File: src/rtl/hht_control.sv
// hht_control: sequencer for the 16x16 HHT datapath.
//
// Walks a compressed column stream (memory 1) and fetches per-column vector
// values (memory 2). For every (row, col) entry in the stream it adds v[col]
// into the internal result register y[row]. Both memories are external and
// combinational: data for the address held this cycle is sampled at the next
// rising edge.
//
// Ports:
//   Clk            system clock, rising edge
//   Rst            synchronous reset, active-low
//   RD             run enable; high starts/continues, low pauses or rearms
//   v_values_base  word address of v[0]
//   wdata_col_base word address of the first column-stream word
//   csize          number of column-stream words to consume
//   dataIn1        read data for addr1 (column stream)
//   dataIn2        read data for addr2 (vector values)
//   addr1          registered read address into the column-stream memory
//   addr2          registered read address into the vector memory
//
// state | meaning
// ------+----------------------------------------------------------
// IDLE  | waiting for RD; clears results and loads bases on start
// HDR   | consuming a record header (index count for current column)
// IDX   | consuming row-index words, accumulating vreg into y[row]
// DONE  | run finished; outputs and results hold until RD drops

module hht_control #(
    parameter int N = 16,
    parameter int W = 32
) (
    input  logic         Clk,
    input  logic         Rst,
    input  logic         RD,
    input  logic [W-1:0] v_values_base,
    input  logic [W-1:0] wdata_col_base,
    input  logic [W-1:0] csize,
    input  logic [W-1:0] dataIn1,
    input  logic [W-1:0] dataIn2,
    output logic [W-1:0] addr1,
    output logic [W-1:0] addr2
);

    localparam int LG = (N > 1) ? $clog2(N) : 1;

    typedef enum logic [1:0] {
        IDLE = 2'd0,
        HDR  = 2'd1,
        IDX  = 2'd2,
        DONE = 2'd3
    } state_t;

    state_t state;
    state_t state_nx;

    logic [W-1:0]  ptr;
    logic [W-1:0]  cnt;
    logic [W-1:0]  vreg;
    logic [LG-1:0] col;
    logic [W-1:0]  y [N];

    logic [W-1:0]  ptr_inc;
    logic [W-1:0]  cnt_dec;
    logic [LG-1:0] col_inc;
    logic          last_word;

    logic          start;
    logic          hdr_step;
    logic          idx_step;
    logic          col_adv;

    assign ptr_inc   = ptr + W'(1);
    assign cnt_dec   = cnt - W'(1);
    assign col_inc   = col + LG'(1);
    assign last_word = (ptr_inc == csize);

    // state register
    always_ff @(posedge Clk) begin
        if (!Rst) state <= IDLE;
        else      state <= state_nx;
    end

    // next-state logic
    always_comb begin
        state_nx = state;
        case (state)
            IDLE: if (RD) state_nx = (csize == '0) ? DONE : HDR;
            HDR: begin
                if (RD) begin
                    if (last_word)           state_nx = DONE;
                    else if (dataIn1 == '0)  state_nx = HDR;
                    else                     state_nx = IDX;
                end
            end
            IDX: begin
                if (RD) begin
                    if (last_word)           state_nx = DONE;
                    else if (cnt_dec == '0)  state_nx = HDR;
                    else                     state_nx = IDX;
                end
            end
            DONE: if (!RD) state_nx = IDLE;
            default: state_nx = IDLE;
        endcase
    end

    // control decode; RD low in HDR/IDX gates every step, which is the pause
    always_comb begin
        start    = (state == IDLE) && RD;
        hdr_step = (state == HDR)  && RD;
        idx_step = (state == IDX)  && RD;
        // column advances after an empty header or the last index of a record,
        // but not on the final stream word so addr2 holds in DONE
        col_adv  = (hdr_step && !last_word && (dataIn1 == '0)) ||
                   (idx_step && !last_word && (cnt_dec == '0));
    end

    // datapath registers
    always_ff @(posedge Clk) begin
        if (!Rst) begin
            addr1 <= '0;
            addr2 <= '0;
            ptr   <= '0;
            cnt   <= '0;
            vreg  <= '0;
            col   <= '0;
            for (int i = 0; i < N; i++) y[i] <= '0;
        end else begin
            if (start) begin
                for (int i = 0; i < N; i++) y[i] <= '0;
                ptr   <= '0;
                col   <= '0;
                addr1 <= wdata_col_base;
                addr2 <= v_values_base;
            end
            if (hdr_step) begin
                cnt   <= dataIn1;
                vreg  <= dataIn2;
                ptr   <= ptr_inc;
                addr1 <= addr1 + W'(1);
            end
            if (idx_step) begin
                y[dataIn1[LG-1:0]] <= y[dataIn1[LG-1:0]] + vreg;
                cnt   <= cnt_dec;
                ptr   <= ptr_inc;
                addr1 <= addr1 + W'(1);
            end
            if (col_adv) begin
                col   <= col_inc;
                addr2 <= v_values_base + W'(col_inc);
            end
        end
    end

endmodule

File: config.mk
export PLATFORM = sky130hd
export DESIGN_NAME = hht_control
export DESIGN_NICKNAME = d
export VERILOG_FILES = /design/src/rtl/hht_control.sv
export SDC_FILE = /design/constraint.sdc
export NUM_CORES = 1
export LEC_CHECK = 0
export ABC_AREA = 1
export CAP_MARGIN = 20
export CORE_MARGIN = 2
export CORE_UTILIZATION = 48
export DETAILED_ROUTE_END_ITERATION = 8
export GPL_TIMING_DRIVEN = 0
export MAX_ROUTING_LAYER = met4
export PLACE_DENSITY = 0.79
export SETUP_SLACK_MARGIN = 0.15
export SYNTH_ARGS = -nofsm -noshare
export SYNTH_HDL_FRONTEND = slang
export SYNTH_SLANG_ARGS = --single-unit
File: constraint.sdc
create_clock -name Clk -period 2.7 [get_ports Clk]
set_clock_uncertainty 0.15 [all_clocks]
set_input_delay 0.405 -clock Clk [delete_from_list [all_inputs] [get_ports Clk]]
set_output_delay 0.405 -clock Clk [all_outputs]
set_load 0.01 [all_outputs]
==> impl_metrics.ini <==
[run]
cap_violations = 0

[sta]
hold_ws_ps = 333.5
timing.final.ws_setup_ps = -266.0
hold_violations = 0
setup_violations = 37
drv_slew = 0
tightest_slew_ps = 823.1
fin_crit_sh = 1.099
rsz0062_at_grt = true
setup_tns_ps = -8265
layout_min_cycle_time_ps = 2966
fmax_mhz = 337.2
relSlewSlack = 0.4513

[die]
io_pins = 227
start_util = 0.4895
die_h_um = 153.2
die_w_um = 153.2
dieArea_um2 = 23470
rows = 54
core_um2 = 21820

[clock_tree]
cts_sinks = 134
insertion_delay_ps = 430
cts_buffers = 17
clock-root-buffer = clkbuf_16
cts_buffer_depth = 2
cts_tree = built
h-tree-depth = 4
hold_buffers = 0
clk_transition_reported_paths_ps = 70

[synthesis]
synthCells = 1817
yosys.area.top_type = dfxtp_1
yosysSeqAreaShare = 0.2511
yosys_most_used_dff = dfxtp_1
yosysMostFrequentCell = nand2_1
syn_area_um2 = 10680
synth_cell_types = 46
synth_edf_count = 0
synth_nets = 1990
synth.top_cells.by_count = 573 x nand2_1, 257 x nor2_1, 179 x nand3_1, 160 x inv_1, 134 x dfxtp_1
syn_area_per_cell_um2 = 5.879
synth_area_leaders = dfxtp_1 25%, nand2_1 20%, nor2_1 9.0%, nand3_1 8.4%, inv_1 5.6%
synth_top_area_frac = 0.2511
ys_seq_elements = 134
async_reset_ff_frac = 0
ys_warn_count = 0

[routing]
via_per_inst = 5.635
wl_um = 40230
vias = 13360
final_antenna_net_count = 0
drc = 0
drt_iter0_drc = 1238
first_pass_iters = 5
wl_per_cell_um = 16.98

[power]
peakVddDrop_mv = 0.4167
p_leak_nw = 6.161
pwr_density_cell_nw_per_um2 = 453.4

[placement]
dpl.hpwl_um = 30390
numPortBuffers = 193
place_congestion = 1.024

[setup_path]
worstPathMaxFanout = 10
critical_path_class = flop to flop
arrival_ps = 3140
critPathCaptureType = flop
critPathRequiredTime_ps = 2880
critPathLaunchType = flop

[final_layout]
final-seq-area_um2 = 2735
drive_above_1_share = 0.1403
fillers = 1989
fin_nets = 2248
area_growth_pct = 37.90
multiInputGateArea_um2 = 7775

[global_route]
overflow = 0
grt_pass1_wl_um = 62570
track_usage = 0.3389
grt_pass1_vias = 12150
grt_max_degree = 17
antenna_found_initial = 2

[run_status]
violations = setup timing
outcome = finished with violations

[worst_hold_path]
hp-class = flop to flop
timing repair:
action,4_1_cts,5_1_grt
endpoints found under the hold margin,0,0
pin swaps,19,28
endpoints found under the setup margin,68,59
cloned,3,1
gates resized for setup,118,115
buffers inserted,18,24
kinds of logic (layout without fill, tap and decap cells):
logic type | after synthesis | count (layout) | synth area share
AO/OA/AOI/OAI | 244 | 244 | 0.1374
XOR/XNOR | 58 | 58 | 0.04896
adder cells (fa/ha/maj) | 10 | 10 | 0.01242
buffers and inverters | 225 | 495 | 0.08339
flip-flops | 134 | 134 | 0.2511
other | 0 | 2 | 0
AND/OR/NAND/NOR | 1146 | 1147 | 0.4667
layer usage:
| layer | part of all wire | wire, um | global-route usage |
|---|---|---|---|
| met5 | 0 | 0 | - |
| met4 | 0.033 | 1334 | 0.1120 |
| met3 | 0.080 | 3229 | 0.05529 |
| met2 | 0.47 | 18830 | 0.5459 |
| met1 | 0.42 | 16840 | 0.4338 |
registers in the layout, indices dropped and copies added, names as in the netlist:
name and flops:
addr1 32, addr2 32, cnt 32, col 4, ptr 32, state 2
cell usage in the layout, fill, tap and decap left out, types with 5 or more instances in the layout:
cell	n
a221oi_1	17
dfxtp_2	18
a21oi_1	85
clkbuf_2	5
nand2_4	8
nand3b_1	14
clkbuf_1	38
nor2_4	33
buf_6	12
o211ai_1	13
clkbuf_16	18
o221ai_1	9
nand2_2	34
or2_2	6
nand4_1	32
nor3_1	16
xnor2_1	14
inv_2	12
nand3_2	20
inv_6	8
dfxtp_4	8
ha_1	5
nor2_1	219
nor4_1	21
o21bai_1	32
a31oi_1	6
nand2_1	541
o21ai_0	63
nand3_4	9
nor2_2	23
buf_4	37
nand3_1	156
inv_1	150
xor2_1	42
dfxtp_1	108
clkdlybuf4s50_1	193
critical path, stage by stage (launching register included):
cell and delay [ps]:
dfxtp_4 380, ha_4 160, nand2_4 70, nor2_8 160, nand2_4 90, nor2_4 230, nand3_1 180, nand3_1 130
nand2_1 70, nor2_1 120, nand2_1 70, nor2_2 140, nand3_4 140, nand3_4 180, nand3_4 190, buf_6 200
o21bai_1 140, nor2_1 60
stage by stage:
step / total power, mW / instances / worst slack, ps / util / instance area, um^2
global placement: 4.134 / 2290 / -516.4 / 0.5952 / 12990
finish: 6.680 / 2370 / -266.0 / 0.6750 / 14730
floorplan: 3.364 / 1817 / 177.5 / - / 10710
CTS: 6.562 / 2343 / -182.1 / 0.6480 / 14140
detailed placement: 4.152 / 2290 / -533.0 / 0.5952 / 12990
global route: 7.000 / 2370 / -413.4 / 0.6750 / 14730
area by class of cell:
class,count,share of cell area
antenna,2,0.0003397
buffer,59,0.02242
timing repair buffer,238,0.1582
clock buffer,17,0.02888
multi-input combinational,1459,0.5278
clock inverter,15,0.01011
tap,280,0.02378
sequential,134,0.1857
inverter,166,0.04281
worst paths after layout:
path,from,slack [ps],cells after the start,endpoint
max,ptr[1],-270,17,addr2[8]
min,ptr[31],330,2,ptr[31]
max reg2reg,ptr[1],-270,17,addr2[8]
min reg2reg,ptr[31],330,2,ptr[31]
report_power, final:
part           leakage [nW]  switching (mW)  internal (mW)
Clock                 0.285            1.10           1.23
Combinational          4.76            1.20          0.861
Sequential             1.11           0.162           2.12
Total                  6.16            2.47           4.21
Power figures use the tool's default switching activity.
